<file path="src/rtl/apb_master_requester_if.sv">
// Command/response and APB bus bundle for apb_master_requester.
// master: the requester's view (drives CMD_READY, RSP_* and the APB request).
// slave:  the opposite side (command source plus APB completer).
interface apb_master_requester_if;
  logic        CMD_VALID;
  logic        CMD_READY;
  logic        CMD_WRITE;
  logic [31:0] CMD_ADDR;
  logic [31:0] CMD_WDATA;
  logic        RSP_VALID;
  logic [31:0] RSP_RDATA;
  logic        RSP_ERR;
  logic        RSP_TIMEOUT;
  logic        PSELx;
  logic        PENABLE;
  logic        PWRITE;
  logic [31:0] PADDR;
  logic [31:0] PWDATA;
  logic [31:0] PRDATA;
  logic        PREADY;
  logic        PSLVERR;

  modport master (
    input  CMD_VALID, CMD_WRITE, CMD_ADDR, CMD_WDATA, PRDATA, PREADY, PSLVERR,
    output CMD_READY, RSP_VALID, RSP_RDATA, RSP_ERR, RSP_TIMEOUT,
           PSELx, PENABLE, PWRITE, PADDR, PWDATA
  );

  modport slave (
    output CMD_VALID, CMD_WRITE, CMD_ADDR, CMD_WDATA, PRDATA, PREADY, PSLVERR,
    input  CMD_READY, RSP_VALID, RSP_RDATA, RSP_ERR, RSP_TIMEOUT,
           PSELx, PENABLE, PWRITE, PADDR, PWDATA
  );
endinterface

</file>
<file path="src/rtl/apb_master_requester.sv">
// APB requester: single read/write commands become SETUP + ACCESS transfers,
// completion is reported on a one-cycle RSP_VALID strobe.
// Optional feature macro: APB_MASTER_TIMEOUT_EN -- aborts an ACCESS phase that
// sees PREADY low for TIMEOUT_CYCLES wait cycles.
module apb_master_requester #(
  parameter int TIMEOUT_CYCLES = 16
) (
  input  logic                          PCLK,
  input  logic                          PRESET,
  apb_master_requester_if.master        bus
);

  typedef enum logic [1:0] {IDLE, SETUP, ACCESS} state_t;

  state_t      state_q, state_d;
  logic        pwrite_q, pwrite_d;
  logic [31:0] paddr_q, paddr_d;
  logic [31:0] pwdata_q, pwdata_d;
  logic        rsp_valid_q, rsp_valid_d;
  logic [31:0] rdata_q, rdata_d;
  logic        err_q, err_d;
  logic        timeout_hit;

`ifdef APB_MASTER_TIMEOUT_EN
  localparam int CW = $clog2(TIMEOUT_CYCLES + 1);

  logic [CW-1:0] wait_q, wait_d;
  logic          to_q, to_d;

  // Wait counter: cleared in SETUP so it starts at 0 on ACCESS entry,
  // counts every PREADY-low ACCESS cycle.
  always_comb begin
    wait_d = wait_q;
    if (state_q == SETUP)
      wait_d = '0;
    else if (state_q == ACCESS && !bus.PREADY)
      wait_d = wait_q + CW'(1);
  end

  // Wait counter register.
  always_ff @(posedge PCLK or posedge PRESET) begin
    if (PRESET) wait_q <= '0;
    else        wait_q <= wait_d;
  end

  // PREADY high in the limit cycle takes priority, hence the !PREADY term.
  assign timeout_hit = (state_q == ACCESS) && !bus.PREADY &&
                       (wait_q == CW'(TIMEOUT_CYCLES));

  // Timeout flag only changes on a completion and is held otherwise.
  assign to_d = rsp_valid_d ? timeout_hit : to_q;

  // Timeout status register.
  always_ff @(posedge PCLK or posedge PRESET) begin
    if (PRESET) to_q <= 1'b0;
    else        to_q <= to_d;
  end

  assign bus.RSP_TIMEOUT = to_q;
`else
  localparam bit unused_timeout_cfg = (TIMEOUT_CYCLES > 0);

  assign timeout_hit     = 1'b0;
  assign bus.RSP_TIMEOUT = 1'b0;
`endif

  // Next-state, request capture and response capture.
  always_comb begin
    state_d     = state_q;
    pwrite_d    = pwrite_q;
    paddr_d     = paddr_q;
    pwdata_d    = pwdata_q;
    rsp_valid_d = 1'b0;
    rdata_d     = rdata_q;
    err_d       = err_q;
    unique case (state_q)
      IDLE: begin
        if (bus.CMD_VALID) begin
          pwrite_d = bus.CMD_WRITE;
          paddr_d  = bus.CMD_ADDR;
          pwdata_d = bus.CMD_WDATA;
          state_d  = SETUP;
        end
      end
      SETUP: state_d = ACCESS;
      ACCESS: begin
        if (bus.PREADY) begin
          rsp_valid_d = 1'b1;
          rdata_d     = pwrite_q ? 32'h0 : bus.PRDATA;
          err_d       = bus.PSLVERR;
          state_d     = IDLE;
        end else if (timeout_hit) begin
          rsp_valid_d = 1'b1;
          rdata_d     = 32'h0;
          err_d       = 1'b1;
          state_d     = IDLE;
        end
      end
      default: state_d = IDLE;
    endcase
  end

  // State and datapath registers.
  always_ff @(posedge PCLK or posedge PRESET) begin
    if (PRESET) begin
      state_q     <= IDLE;
      pwrite_q    <= 1'b0;
      paddr_q     <= 32'h0;
      pwdata_q    <= 32'h0;
      rsp_valid_q <= 1'b0;
      rdata_q     <= 32'h0;
      err_q       <= 1'b0;
    end else begin
      state_q     <= state_d;
      pwrite_q    <= pwrite_d;
      paddr_q     <= paddr_d;
      pwdata_q    <= pwdata_d;
      rsp_valid_q <= rsp_valid_d;
      rdata_q     <= rdata_d;
      err_q       <= err_d;
    end
  end

  // Bus controls decode from state only, so reset clears them immediately.
  assign bus.CMD_READY = (state_q == IDLE);
  assign bus.PSELx     = (state_q != IDLE);
  assign bus.PENABLE   = (state_q == ACCESS);
  assign bus.PWRITE    = pwrite_q;
  assign bus.PADDR     = paddr_q;
  assign bus.PWDATA    = pwdata_q;
  assign bus.RSP_VALID = rsp_valid_q;
  assign bus.RSP_RDATA = rdata_q;
  assign bus.RSP_ERR   = err_q;

endmodule

</file>
<file path="src/flat_wrapper.sv">
// flat-port wrapper written by rule: the top's interface ports become plain ports
module apb_master_requester_flat 
#(
  parameter int TIMEOUT_CYCLES = 16
)
  (PCLK, PRESET, bus_CMD_VALID, bus_CMD_WRITE, bus_CMD_ADDR, bus_CMD_WDATA, bus_PRDATA, bus_PREADY, bus_PSLVERR, bus_CMD_READY, bus_RSP_VALID, bus_RSP_RDATA, bus_RSP_ERR, bus_RSP_TIMEOUT, bus_PSELx, bus_PENABLE, bus_PWRITE, bus_PADDR, bus_PWDATA);
  apb_master_requester_if bus_i ();
  input  logic PCLK;
  input  logic PRESET;
  input wire logic [$bits(bus_i.CMD_VALID)-1:0] bus_CMD_VALID;
  input wire logic [$bits(bus_i.CMD_WRITE)-1:0] bus_CMD_WRITE;
  input wire logic [$bits(bus_i.CMD_ADDR)-1:0] bus_CMD_ADDR;
  input wire logic [$bits(bus_i.CMD_WDATA)-1:0] bus_CMD_WDATA;
  input wire logic [$bits(bus_i.PRDATA)-1:0] bus_PRDATA;
  input wire logic [$bits(bus_i.PREADY)-1:0] bus_PREADY;
  input wire logic [$bits(bus_i.PSLVERR)-1:0] bus_PSLVERR;
  output wire logic [$bits(bus_i.CMD_READY)-1:0] bus_CMD_READY;
  output wire logic [$bits(bus_i.RSP_VALID)-1:0] bus_RSP_VALID;
  output wire logic [$bits(bus_i.RSP_RDATA)-1:0] bus_RSP_RDATA;
  output wire logic [$bits(bus_i.RSP_ERR)-1:0] bus_RSP_ERR;
  output wire logic [$bits(bus_i.RSP_TIMEOUT)-1:0] bus_RSP_TIMEOUT;
  output wire logic [$bits(bus_i.PSELx)-1:0] bus_PSELx;
  output wire logic [$bits(bus_i.PENABLE)-1:0] bus_PENABLE;
  output wire logic [$bits(bus_i.PWRITE)-1:0] bus_PWRITE;
  output wire logic [$bits(bus_i.PADDR)-1:0] bus_PADDR;
  output wire logic [$bits(bus_i.PWDATA)-1:0] bus_PWDATA;
  assign bus_i.CMD_VALID = bus_CMD_VALID;
  assign bus_i.CMD_WRITE = bus_CMD_WRITE;
  assign bus_i.CMD_ADDR = bus_CMD_ADDR;
  assign bus_i.CMD_WDATA = bus_CMD_WDATA;
  assign bus_i.PRDATA = bus_PRDATA;
  assign bus_i.PREADY = bus_PREADY;
  assign bus_i.PSLVERR = bus_PSLVERR;
  assign bus_CMD_READY = bus_i.CMD_READY;
  assign bus_RSP_VALID = bus_i.RSP_VALID;
  assign bus_RSP_RDATA = bus_i.RSP_RDATA;
  assign bus_RSP_ERR = bus_i.RSP_ERR;
  assign bus_RSP_TIMEOUT = bus_i.RSP_TIMEOUT;
  assign bus_PSELx = bus_i.PSELx;
  assign bus_PENABLE = bus_i.PENABLE;
  assign bus_PWRITE = bus_i.PWRITE;
  assign bus_PADDR = bus_i.PADDR;
  assign bus_PWDATA = bus_i.PWDATA;
  apb_master_requester #(.TIMEOUT_CYCLES(TIMEOUT_CYCLES)) u_core (.PCLK(PCLK), .PRESET(PRESET), .bus(bus_i));
endmodule
</file>
<file path="config.mk">
export PLATFORM = sky130hd
export DESIGN_NAME = apb_master_requester_flat
export DESIGN_NICKNAME = d
export VERILOG_FILES = /design/src/rtl/apb_master_requester_if.sv /design/src/rtl/apb_master_requester.sv /design/src/flat_wrapper.sv
export SDC_FILE = /design/constraint.sdc
export NUM_CORES = 1
export LEC_CHECK = 0
export ABC_CLOCK_PERIOD_IN_PS = 3800
export CAP_MARGIN = 25
export CORE_UTILIZATION = 40
export DETAILED_ROUTE_END_ITERATION = 8
export GPL_TIMING_DRIVEN = 0
export HOLD_SLACK_MARGIN = 0.15
export PLACE_DENSITY_LB_ADDON = 0.12
export SLEW_MARGIN = 20
export SYNTH_ARGS = -nofsm -noshare
export SYNTH_HDL_FRONTEND = slang
export SYNTH_SLANG_ARGS = --single-unit
</file>
<file path="constraint.sdc">
create_clock -name PCLK -period 3.8 [get_ports PCLK]
set_input_delay 0.76 -clock PCLK [delete_from_list [all_inputs] [get_ports PCLK]]
set_output_delay 0.76 -clock PCLK [all_outputs]
set_load 0.03 [all_outputs]
</file>
== Word level (Yosys, flattened, before mapping) ==
Index checks and enable logic that the tools add are counted.

* $add $sub $neg: 0
* Multipliers: 0
* Div/mod/pow operators: 0
* $lt $le $gt $ge: 0
* Eq/ne operators: 4
* Shift operators: 0
* Mux-type cells: 6
* Bitwise operators: 0
* Reductions and logical operators: 5

{| class="wikitable"
|+ Operators with widths
! kind !! count
|-
| $mux 32 || 1
|-
| $pmux 2 s3 || 1
|-
| $reduce_and 2->1 || 3
|-
| $mux 2 || 2
|-
| $ne 2x2->1 const B || 2
|-
| $eq 2x1->1 const B || 1
|-
| $eq 2x2->1 const B || 1
|-
| $logic_not 2->1 || 1
|-
| $mux 1 || 2
|-
| $reduce_bool 2->1 || 1
|}

* Flip-flop bits (word level): 101
* Latch bits: 0
* Bits in writable memories: 0
* Memory bits (read-only): 0
* Input bits: 102
* Logic and storage cells: 22
* Memories kept: 0

== Logic depth before layout (Yosys ltp) ==
Gate-level depths: netlist of run 1.

* Depth in word-level cells: 3
* Gate-level depth with buffers: 4
* Gate-level depth less buffers: 2

== Least setup slack after synthesis of run 1 ==
Ideal clock, no wire load.

* Path type: reg2out
* From: register u_core.state_q[1]
* To: output port bus_PSELx
* Arrival: 1151 ps
* Slack: 1889 ps
* Stages on the path, launching flop included: 3
* Path buffers: 0
* Cells stage by stage: dfrtp_1 -> nor2_1 -> inv_1

* Cells in the longest elaborated chain, start to end: 1

{| class="wikitable"
|+ Ends and longest elaborated chain
! item !! line !! RTL
|-
| from (decl) || apb_master_requester.sv:15 || <nowiki>state_t state_q, state_d;</nowiki>
|-
| from (signal assigned) || apb_master_requester.sv:114 || <nowiki>state_q <= state_d;</nowiki>
|-
| $reduce_bool 2->1 || apb_master_requester.sv:126 || <nowiki>assign bus.PSELx = (state_q != IDLE);</nowiki>
|-
| to (decl) || flat_wrapper.sv:22 || <nowiki>output wire logic [$bits(bus_i.PSELx)-1:0] bus_PSELx;</nowiki>
|}

Every way passes these cells.

== Worst setup path in the final report of run 1 ==
* From: register u_core.state_q[1]
* To: output port bus_CMD_READY

* Cells in the longest elaborated chain, start to end: 1

{| class="wikitable"
|+ Ends and longest elaborated chain
! item !! line !! RTL
|-
| $logic_not 2->1 || apb_master_requester.sv:125 || <nowiki>assign bus.CMD_READY = (state_q == IDLE);</nowiki>
|-
| to (decl) || flat_wrapper.sv:17 || <nowiki>output wire logic [$bits(bus_i.CMD_READY)-1:0] bus_CMD_READY;</nowiki>
|}

Every way passes these cells.

==> impl_metrics.tcl, run 1 <==
set metrics [dict create \
    p_comb_share_pct 55.9 \
    p_int_mw 3.43 \
    clkLatencyLatePin_ns 0.36 \
    cts-root-buf "clkbuf_8" \
    power_frac_seq_pct 32.0 \
    final_common_cell "clkdlybuf4s50_1" \
    grt_max_degree 57 \
    slew_viol_final 0 \
    die_y_um 104 \
    hold_slack_ns 0.490 \
    grt.total_usage_pct 19.2 \
    core_region_area_mm2 0.00986 \
    die_x_um 104 \
    synth_area_leaders "dfrtp_1 61%, mux2_1 11%, mux2_4 11%" \
    sw_frac_of_total_pct 40.3 \
    dieArea_mm2 0.0107 \
    portBuffers 203 \
    antenna_left 0 \
    postLayoutSetupSlackWorst_ns 1.34 \
    maxCapViolCount 0 \
    worstSetupEndpointType "output port" \
    critPathLaunch "u_core.state_q[1]" \
    antenna_found_initial 0 \
    cts.reportedPaths.clkPinSlew_ns 0.10 \
    run_status "completed" \
    vdd_drop_max_v 0.000479 \
    yosysTopAreaCell "dfrtp_1" \
    r2r-end "u_core.bus.PADDR[31]" \
    drive_gt1_share_pct 18.9 \
    io-pin-count 205 \
    pre_cts_ws_ns 1.44 \
    htreeDepth 3 \
    finalNetCount 572 \
    utilization_pct 66.5 \
    cts_sinks 101 \
    fin_crit_sh_pct 64.7 \
    vias 2814 \
    ctsResizeCount 0 \
    synth-seq-cells 101 \
    hold_class "reg -> reg" \
    r2r_start "u_core.state_q[1]" \
    hold_violations 0 \
    routedWlPerCell_um 16.1 \
    synth_fp_nets 357 \
    finalSetupViolCount 0 \
    leakage_nw 2.77 \
    syn_to_final_growth_pct 59.0 \
    ys_types 14 \
    synthDominantCellAreaShare_pct 61.3 \
    reg2reg_slack_ns 2.21 \
    dr.first_iter.drc_count 104 \
    startpoint_type "register" \
    final_area_mm2 0.00656 \
    drt-vias-per-instance 4.63 \
    cts_setup_buffers 0 \
    required_ns 3.04 \
    holdBufCountCts 0 \
    cp.arrival_ns 1.70 \
    cts_tree "yes" \
    fmax_mhz 407 \
    synth.yosys.seq_area_share_pct 61.3 \
    synth_warnings 0 \
    fin_cells 608 \
    skew_ns 0.00834 \
    rsz0062_at_grt "no" \
    place.gp.congestion 0.775 \
    dp.cells 592 \
    rows 36 \
    start_util_pct 41.8 \
    worstPathMaxFanout 5 \
    placed_area_mm2 0.00635 \
    synth_area_mm2 0.00412 \
    rr_worst_depth 4 \
    grt_pass1_wl_mm 15.9 \
    drc_errors 0 \
    syn_area_per_cell_um2 16.2 \
    worstSetupPathType "reg -> out" \
    grt_pass1_vias 3037 \
    layout.cells.most_common_list "203 x clkdlybuf4s50_1, 101 x dfrtp_1, 39 x mux2_1" \
    clkPwrFrac_pct 12.1 \
    fin_crit_ns 2.46 \
    drt_pass1_iterations 4 \
    p_sw_mw 2.31 \
    place_hpwl_mm 7.19 \
    syn-instance-count 255 \
    endpoint "bus_CMD_READY" \
    routed_wl_mm 9.77 \
    overflow 0 \
    clock_path_buffers 2 \
    pwr_density_cell_mw_per_mm2 875 \
    cts_buffers 9 \
    diodes 0 \
]
==> power by group through the flow <==
stage | Combinational [mW] | Clock [mW] | Sequential (mW)
2_1_floorplan | 0.889 | 0 | 2.84
3_3_place_gp | 3.19 | 0 | 1.83
3_5_place_dp | 3.23 | 0 | 1.86
4_1_cts | 3.24 | 0.722 | 1.84
5_1_grt | 3.35 | 0.752 | 1.92
6_report | 3.21 | 0.694 | 1.84
==> cells by family after synthesis <==
logic type | share of synthesized area [%]
and+or+nand+nor | 5.70
DFF | 61.3
other | 0.0909
buffers and inverters | 3.25
muxes | 29.7
==> how the worst min path moves through the flow <==
stage / start / end / slack (ns) / cells past startpoint
2_1_floorplan: u_core.state_q[1] / u_core.state_q[1] / 0.57 / 1
3_3_place_gp: u_core.bus.PADDR[31] / u_core.bus.PADDR[31] / 0.47 / 1
3_5_place_dp: u_core.bus.PWDATA[2] / u_core.bus.PWDATA[2] / 0.47 / 1
4_1_cts: u_core.bus.PADDR[24] / u_core.bus.PADDR[24] / 0.50 / 1
5_1_grt: u_core.bus.PADDR[22] / u_core.bus.PADDR[22] / 0.51 / 1
6_report: u_core.bus.PADDR[29] / u_core.bus.PADDR[29] / 0.49 / 1
==> final cells by class <==
type	instances	area [µm²]
Tap cell	133	166
Timing Repair Buffer	204	2060
Multi-Input combinational cell	137	1460
Fill cell	741	3310
Sequential cell	101	2530
Buffer	15	126
Clock inverter	5	60.1
Clock buffer	11	141
Inverter	2	12.5
==> Yosys cell counts <==
library cell	n
and3b_1	1
buf_2	2
buf_4	2
buf_6	8
clkbuf_1	3
conb_1	1
dfrtp_1	101
inv_1	2
mux2_1	39
mux2_2	31
mux2_4	29
nor2_1	2
nor2b_1	33
nor3b_2	1
==> flip-flops by register name (all words and copies together) (netlist names) <==
register,flops
u_core.bus.PADDR,32
u_core.bus.PWDATA,32
u_core.bus.PWRITE,1
u_core.bus.RSP_ERR,1
u_core.bus.RSP_RDATA,32
u_core.bus.RSP_VALID,1
u_core.state_q,2
==> critical path, cell delays in order (launching register included) <==
cell and delay [ns]:
dfrtp_1 0.43, nor2_1 0.20, clkdlybuf4s50_1 0.70
==> routing by layer <==
layer / part of all wire, % / up-vias / track usage (%)
met3: 8.1 / 16 / 6.36
li1: - / 1291 / -
met5: 0 / - / 0
met2: 48 / 122 / 31.2
met4: 2.4 / 0 / 8.80
met1: 42 / 1385 / 23.0
==> through the flow <==
stage	total power, mW	setup TNS (ns)
2_1_floorplan	3.73	0
3_3_place_gp	5.02	-116.45
3_5_place_dp	5.09	0
4_1_cts	5.81	0
5_1_grt	6.02	0
6_report	5.74	0
(Power assumes the default switching activity.)
==> inputs of run 2 (changes only) <==
--- a/config.mk
+++ b/config.mk
@@ -5,7 +5,7 @@
 export SDC_FILE = /design/constraint.sdc
 export NUM_CORES = 1
 export LEC_CHECK = 0
-export ABC_CLOCK_PERIOD_IN_PS = 3800
+export ABC_CLOCK_PERIOD_IN_PS = 2400
 export CAP_MARGIN = 25
 export CORE_UTILIZATION = 40
 export DETAILED_ROUTE_END_ITERATION = 8
==> constraint.sdc (replaced) <==
create_clock -name PCLK -period 2.4 [get_ports PCLK]
set_input_delay 0.48 -clock PCLK [delete_from_list [all_inputs] [get_ports PCLK]]
set_output_delay 0.48 -clock PCLK [all_outputs]
set_load 0.03 [all_outputs]
==> run 2 against run 1 <==
Die area is the same; sequential share of layout area shrank 0.15 points; via count grew 0.28%; combinational power grew 57%; hold slack is essentially flat; critical path type unchanged; clock-buffer cell count grew 1; critical path depth is the same.
==> impl_metrics.tcl, run 2 (same netlist as run 1, synthesis figures left out) <==
set metrics [dict create \
    hold_class "reg -> reg" \
    worstMarginPinSlew_ns 0.506 \
    grt_max_degree 32 \
    clkLatencyLatePin_ns 0.35 \
    cts_setup_buffers 0 \
    die_y_um 104 \
    hold_slack_ns 0.490 \
    pwr_density_cell_mw_per_mm2 1360 \
    vias 2822 \
    placed_area_mm2 0.00639 \
    startpoint_type "register" \
    holdBufCountCts 0 \
    antenna_left 0 \
    io-pin-count 205 \
    cts_buffers 9 \
    syn_to_final_growth_pct 59.6 \
    grt_pass1_vias 3101 \
    worstSetupEndpointType "output port" \
    drt-vias-per-instance 4.63 \
    routed_wl_mm 9.46 \
    fin_crit_ns 2.19 \
    worstSetupPathType "reg -> out" \
    required_ns 1.92 \
    drt_pass1_iterations 4 \
    overflow 0 \
    cts-root-buf "clkbuf_8" \
    utilization_pct 66.7 \
    core_region_area_mm2 0.00986 \
    clock_path_buffers 2 \
    fin_crit_sh_pct 91.4 \
    fmax_mhz 456 \
    hold_violations 0 \
    grt_pass1_wl_mm 15.9 \
    rsz0062_at_grt "no" \
    dieArea_mm2 0.0107 \
    rows 36 \
    power_mw 8.97 \
    dr.first_iter.drc_count 56 \
    place.gp.congestion 0.735 \
    diodes 0 \
    cts_tree "yes" \
    cp.arrival_ns 1.71 \
    final_area_mm2 0.00658 \
    maxSlewHeadroom_pct 66.2 \
    portBuffers 203 \
    run_status "completed" \
    start_util_pct 41.8 \
    leakage_nw 2.77 \
    cts.reportedPaths.clkPinSlew_ns 0.09 \
    antenna_found_initial 0 \
    drive_gt1_share_pct 19.3 \
    routedWlPerCell_um 15.5 \
    worstPathMaxFanout 6 \
    die_x_um 104 \
    htreeDepth 3 \
    skew_ns 0.0122 \
    layout.cells.most_common_list "203 x clkdlybuf4s50_1, 101 x dfrtp_1, 39 x mux2_1" \
    final_common_cell "clkdlybuf4s50_1" \
    fillerInstances 756 \
    cts_sinks 101 \
    maxCapViolCount 0 \
    vdd_drop_max_v 0.000957 \
    grt.total_usage_pct 18.8 \
    finalSetupViolCount 0 \
    place_hpwl_mm 7.26 \
    finalNetCount 574 \
    drc_errors 0 \
    ctsResizeCount 0 \
    slew_viol_final 0 \
    tns_ns 0 \
]
==> run 2: cell types whose count changed in the layout (fill, tap and decap cells not counted), sizes merged <==
cell,delta
inv,-1
clkbuf,+1
clkinvlp,+2
clkinv,-1
bufinv,-1
buf,+2
==> run 2: worst max-delay path, stage by stage (launching register included) <==
cell and delay (ns):
dfrtp_1 0.45, nor2_1 0.20, clkdlybuf4s50_1 0.71
==> run 2: layout make-up <==
| type | count | area (µm²) | share of cell area [%] |
|---|---|---|---|
| multi-input cells | 137 | 1460 | 22.2 |
| flip-flops and latches | 101 | 2530 | 38.4 |
| plain buffers | 15 | 126 | 1.92 |
| repair buffers | 206 | 2100 | 31.9 |
| well taps | 133 | 166 | 2.53 |
| inverters | 2 | 11.3 | 0.171 |
| clock buffers | 12 | 155 | 2.36 |
| clock inverters | 4 | 32.5 | 0.494 |
==> run 2: path summary, 6_finish.rpt <==
path / slack, ns / start / endpoint / depth (start not counted)
min in group asynchronous: 0.52 / PRESET / u_core.bus.PADDR[26] / 2
max in group asynchronous: 1.18 / PRESET / u_core.bus.RSP_RDATA[15] / 4
max: 0.21 / u_core.state_q[0] / bus_CMD_READY / 2
min: 0.49 / u_core.bus.PADDR[27] / u_core.bus.PADDR[27] / 1
min reg2reg: 0.49 / u_core.bus.PADDR[27] / u_core.bus.PADDR[27] / 1
max reg2reg: 0.85 / u_core.state_q[1] / u_core.bus.PADDR[9] / 4
==> run 2: per-layer routing <==
metal / routed length, µm / GRT usage (%)
met1: 3790 / 22.3
met2: 4730 / 32.2
met4: 142 / 5.80
met5: 0 / 0
met3: 787 / 6.48
==> run 2: report_power, final <==
group	internal, mW	switching (mW)	leakage [nW]	total, mW
Sequential	2.49	0.420	1.22	2.91
Clock	0.438	0.567	0.0888	1.00
Combinational	2.42	2.63	1.46	5.05
Total	5.36	3.61	2.77	8.97
==> run 2: per-stage QoR <==
stage | worst slack, ns | std cells
2_1_floorplan | 0.716 | 255
3_3_place_gp | -0.349 | 591
3_5_place_dp | 0.372 | 594
4_1_cts | 0.178 | 610
5_1_grt | 0.125 | 610
6_report | 0.207 | 610
